## src/rtl/csa8_pkg.sv

```systemverilog
// Shared width constants for the carry-select adder.
package csa8_pkg;

    localparam int unsigned CSA_W = 8;
    localparam int unsigned NIB_W = 4;

endpackage

```

## src/rtl/csa8_rca4.sv

```systemverilog
// 4-bit ripple-carry adder built from four full adders.
module rca4
    import csa8_pkg::*;
(
    input  logic [NIB_W-1:0] a,
    input  logic [NIB_W-1:0] b,
    input  logic             ci,
    output logic [NIB_W-1:0] s,
    output logic             co
);

    // Full-adder chain; carry ripples from bit 0 upward.
    always_comb begin
        logic [NIB_W:0] c;
        c    = '0;
        s    = '0;
        c[0] = ci;
        for (int i = 0; i < NIB_W; i++) begin
            s[i]   = a[i] ^ b[i] ^ c[i];
            c[i+1] = (a[i] & b[i]) | (c[i] & (a[i] ^ b[i]));
        end
        co = c[NIB_W];
    end

endmodule

```

## src/rtl/csa8.sv

```systemverilog
// 8-bit carry-select adder with registered sum and carry-out.
// Upper nibble is precomputed for both carry-in values; the low-nibble
// carry picks one, keeping the ripple chain only four bits deep.
module csa8
    import csa8_pkg::*;
(
    input  logic             clk,
    input  logic             rst_n,
    input  logic [CSA_W-1:0] a,
    input  logic [CSA_W-1:0] b,
    input  logic             cin,
    output logic [CSA_W-1:0] sum,
    output logic             cout
);

    logic [NIB_W-1:0] s_lo;
    logic             c4;
    logic [NIB_W-1:0] s_hi0;
    logic             c8_0;
    logic [NIB_W-1:0] s_hi1;
    logic             c8_1;
    logic [NIB_W:0]   hi_sel;
    logic [CSA_W-1:0] sum_n;
    logic             cout_n;

    rca4 u_lo (
        .a  (a[NIB_W-1:0]),
        .b  (b[NIB_W-1:0]),
        .ci (cin),
        .s  (s_lo),
        .co (c4)
    );

    rca4 u_hi0 (
        .a  (a[CSA_W-1:NIB_W]),
        .b  (b[CSA_W-1:NIB_W]),
        .ci (1'b0),
        .s  (s_hi0),
        .co (c8_0)
    );

    rca4 u_hi1 (
        .a  (a[CSA_W-1:NIB_W]),
        .b  (b[CSA_W-1:NIB_W]),
        .ci (1'b1),
        .s  (s_hi1),
        .co (c8_1)
    );

    // Select the upper-nibble result using the low-nibble carry.
    always_comb begin
        hi_sel = c4 ? {c8_1, s_hi1} : {c8_0, s_hi0};
        sum_n  = {hi_sel[NIB_W-1:0], s_lo};
        cout_n = hi_sel[NIB_W];
    end

    // Result register, cleared asynchronously while rst_n is low.
    always_ff @(posedge clk or negedge rst_n) begin
        if (!rst_n) begin
            sum  <= '0;
            cout <= 1'b0;
        end else begin
            sum  <= sum_n;
            cout <= cout_n;
        end
    end

endmodule

```

## config.mk

```make
export PLATFORM = sky130hd
export DESIGN_NAME = csa8
export DESIGN_NICKNAME = d
export VERILOG_FILES = /design/src/rtl/csa8_pkg.sv /design/src/rtl/csa8_rca4.sv /design/src/rtl/csa8.sv
export SDC_FILE = /design/constraint.sdc
export NUM_CORES = 1
export LEC_CHECK = 0
export CORE_MARGIN = 1.5
export CORE_UTILIZATION = 35
export DETAILED_ROUTE_END_ITERATION = 6
export PLACE_DENSITY = 0.82
export SLEW_MARGIN = 40
export SYNTH_ARGS = -nofsm -noshare
export SYNTH_HDL_FRONTEND = slang
export SYNTH_SLANG_ARGS = --single-unit
export TNS_END_PERCENT = 50
```

## constraint.sdc

```tcl
create_clock -name clk -period 0.8 [get_ports clk]
set_input_delay 0.12 -clock clk [delete_from_list [all_inputs] [get_ports clk]]
set_output_delay 0.12 -clock clk [all_outputs]
set_load 0.05 [all_outputs]
```

## After elaboration in Yosys (flattened, before gate mapping)

Cells that the tools add are included.

- Register bits: 9
- Output and inout port bits: 9
- Word-level logic and storage cells: 51

- Muxes and demuxes: 1
- Bitwise operators: 48

Operators by type and width:

| kind | count |
|---|---|
| 1-bit AND | 18 |
| 1-bit XOR | 18 |
| 1-bit OR | 11 |
| 5-bit two-way mux | 1 |
| 1-bit inverter | 1 |

## Longest topological paths before layout

- Word-level depth: 10
- Mapped depth: 13
- Depth with buffers taken out: 13

## Cells and area by module

Synthesis repeated with hierarchy kept, for this count alone.

- Cells, all modules: 58
- Area total of the unflattened synthesis: 641.9 µm²

Modules (own cells, without submodules):

| module | instances | cells each | area each (µm²) | seq. area each (µm²) |
|---|---|---|---|---|
| rca4 | 3 | 14 | 117.6 | 0.0 |
| csa8 | 1 | 16 | 289.0 | 225.2 |

## Least setup slack after synthesis

No wires, ideal clock.

- Path type: input to register
- Start: input a[0]
- End: register sum[7]
- Library setup time: 0.064 ns
- Arrival time: 2.809 ns
- Setup slack: -2.073 ns
- Stages on the path: 13
- Buffers on the path: 0
- Cell sequence: fa_1 fa_1 fa_1 inv_1 fa_1 nor2_1 a21oi_1 fa_1 inv_1 fa_1 inv_1 fa_1 inv_1

- Word-level cells in the longest chain between the ends: 10

Ends and longest elaborated chain:

| what | RTL line | source |
|---|---|---|
| start, declared | csa8.sv:9 | `input logic [CSA_W-1:0] a,` |
| 1-bit XOR | csa8_rca4.sv:20 | `c[i+1] = (a[i] & b[i]) \| (c[i] & (a[i] ^ b[i]));` |
| 1-bit AND | csa8_rca4.sv:20 |  |
| 1-bit OR * | csa8_rca4.sv:20 |  |
| 1-bit AND * | csa8_rca4.sv:20 |  |
| 1-bit OR * | csa8_rca4.sv:20 |  |
| 1-bit AND * | csa8_rca4.sv:20 |  |
| 1-bit OR * | csa8_rca4.sv:20 |  |
| 1-bit AND * | csa8_rca4.sv:20 |  |
| 1-bit OR * | csa8_rca4.sv:20 |  |
| 5-bit two-way mux * | csa8.sv:52 | `hi_sel = c4 ? {c8_1, s_hi1} : {c8_0, s_hi0};` |
| via hi_sel[3] | csa8.sv:22 | `logic [NIB_W:0] hi_sel;` |
| end signal, assigned | csa8.sv:63 | `sum <= sum_n;` |
| end, declared | csa8.sv:12 | `output logic [CSA_W-1:0] sum,` |

Mark *: on every way through the listed nets, which the timed path passes. The rest lies on a longest branch.

## Worst setup path in the final report

- Start: input cin
- End: register sum[7]

- Word-level cells in the longest chain between the ends: 9

Ends and longest elaborated chain:

| what | RTL line | source |
|---|---|---|
| start, declared | csa8.sv:11 | `input logic cin,` |
| 1-bit AND | csa8_rca4.sv:20 |  |
| 1-bit OR | csa8_rca4.sv:20 |  |
| 1-bit AND | csa8_rca4.sv:20 |  |
| 1-bit OR | csa8_rca4.sv:20 |  |
| 1-bit AND | csa8_rca4.sv:20 |  |
| 1-bit OR | csa8_rca4.sv:20 |  |
| 1-bit AND | csa8_rca4.sv:20 |  |
| 1-bit OR | csa8_rca4.sv:20 |  |
| 5-bit two-way mux | csa8.sv:52 |  |
| via hi_sel[3] | csa8.sv:22 |  |

The timed path passes the listed nets, and every way through them passes these cells.

==> impl_metrics.ini <==
[status]
outcome = complete, but fails checks
failed_checks = negative setup slack

[route]
highest_layer = met3
wirelength_um = 892
wl_met2_um = 461
ant_nets = 0
routedWlPerCell_um = 10.6
wl_met3_um = 56
vias_per_cell = 3.90
met1_length_um = 374
firstDrtPassIters = 2
drc = 0
drt_iter0_markers = 5
vias = 328

[job]
maxCapViolations = 0

[cells_and_area]
final_cell_mix = 13 x clkdlybuf4s50_1, 9 x inv_1, 9 x dfrtp_1, 9 x buf_12, 7 x fa_2
utilization_pct = 77.8
finalNetCount = 99
area_delta_synth_final_pct = 96.2
regArea_um2 = 225
multiInputGateArea_um2 = 214
antenna_cells = 0
instances_no_fill = 84
fill_cells = 74
drive_gt1_share_pct = 48.6
final_common_cell = clkdlybuf4s50_1

[floorplanning]
rows = 12
fp.dieH_um = 39.4
core-area_mm2 = 0.00117
die_w_um = 39.4
initial_core_util_pct = 39.6
dieArea_mm2 = 0.00155
io_pins = 28

[cts]
cts_root_buffer = clkbuf_4
postCtsHoldBufs = 0
cts_buffer_depth = 2
clkTransAtPathRegs_ns = 0.06
htreeDepth = 1
cts_tree = built
cts-buffers-inserted = 3
clock_sinks = 9

[sta]
tns_ns = -9.91
finalHoldViolations = 0
worstMarginPinSlew_ns = 0.380
finalMaxSlewViolations = 0
fin_crit_sh_pct = 338
fmax_mhz = 370
holdWs_ns = 0.152
relSlewSlack_pct = 74.6
setup_ws_ns = -1.91
layout_min_cycle_time_ns = 2.71
rsz0062_at_grt = true
setup-violations-final = 17

[global_routing]
grt.overflow.total = 0
grt_max_degree = 10
antenna_found_initial = 0
track_usage_pct = 15.5
grt_pass1_wl_um = 1490
grt_pass1_vias = 354

[min_path]
hold_class = in2async

[logic_synthesis]
seq_area_frac_synth_pct = 48.5
synth_area_um2 = 464
synthDistinctLibCells = 7
ys_seq_elements = 9
avgSynthCellArea_um2 = 12.9
syn_nets = 64
yosys_warnings = 0
netlist_instances = 36

[pwr]
leakagePower_nw = 0.440
p_per_area_mw_per_mm2 = 2070
ir_drop_mv = 0.908

[setup_path]
critPathRequiredTime_ns = 1.00
path_max_fanout = 3
crit_path_end_kind = flop
path_class = in2reg
critical_path.startpoint_type = input pin
arrival_ns = 2.90

[place]
dp_slack_ns = -2.56
place_inst = 78
dp_hpwl_um = 790
gp_congestion = 0.588
io_buffers = 27
[worst max-delay path, cell delays in order]
cell	delay, ns
buf_6	0.09
fa_2	0.38
fa_2	0.35
fa_2	0.36
inv_2	0.06
fa_2	0.22
nor2_2	0.04
a21oi_2	0.12
fa_2	0.21
inv_2	0.04
fa_2	0.34
inv_2	0.06
fa_2	0.43
inv_2	0.05
[layout make-up]
cell class	count	area share [%]
well taps	14	1.92
repair buffers	30	40.8
multi-input cells	12	23.5
clock buffers	4	2.88
flip-flops and latches	9	24.7
inverters	15	6.18
[routing by layer]
| layer | vias to the layer above | global-route usage (%) |
|---|---|---|
| li1 | 164 | - |
| met1 | 150 | 18.7 |
| met2 | 14 | 24.6 |
| met3 | 0 | 5.11 |
| met4 | 0 | 7.76 |
| met5 | - | 0 |
[per-stage QoR]
step / cell area (µm²) / power, mW
2_1_floorplan: 488 / 0.997
3_3_place_gp: 873 / 1.53
5_1_grt: 911 / 1.98
6_report: 911 / 1.88
3_5_place_dp: 873 / 1.54
4_1_cts: 896 / 1.88
[flip-flops by register name, summed over array words and instances (netlist names)]
signal and cells:
sum 8, cout 1
[power breakdown]
| part | internal [mW] | leakage [nW] | switching (mW) |
|---|---|---|---|
| clock | 0.191 | 0.0150 | 0.141 |
| combinational | 0.488 | 0.320 | 0.454 |
| sequential | 0.541 | 0.105 | 0.0684 |
[Yosys cell counts]
cell / count / area share [%]
inv_1: 15 / 12
dfrtp_1: 9 / 49
fa_1: 7 / 30
ha_1: 2 / 5.4
a21oi_1: 1 / 1.1
nor2_1: 1 / 0.81
xnor2_1: 1 / 1.9
[path summary, 6_finish.rpt]
| check | slack [ns] | from | endpoint |
|---|---|---|---|
| worst min-delay path | 0.15 | rst_n | sum[4]$_DFF_PN0_ |
| max in group asynchronous | 0.37 | rst_n | sum[1]$_DFF_PN0_ |
| min in group clk | 0.18 | cin | sum[0]$_DFF_PN0_ |
| worst max-delay path | -1.91 | cin | sum[7]$_DFF_PN0_ |
[logic make-up (layout without fill, tap and decap cells)]
kind of cell               Yosys count  in the layout  share of synthesized area (%)
AOI/OAI and AO/OA                    1              1                           1.08
xor gates and xnor gates             1              1                           1.89
adders and majority gates            9              9                           35.6
buffers and inverters               15             49                           12.1
DFF                                  9              9                           48.5
and+or+nand+nor                      1              1                          0.808
[what timing repair did]
item | 4_1_cts | 5_1_grt
gates resized for setup | 16 | 4
setup endpoints to repair | 18 | 17
buffers inserted | 1 | 1
pin swaps | 8 | 0
Note: power is estimated with default switching activity, not from simulation.
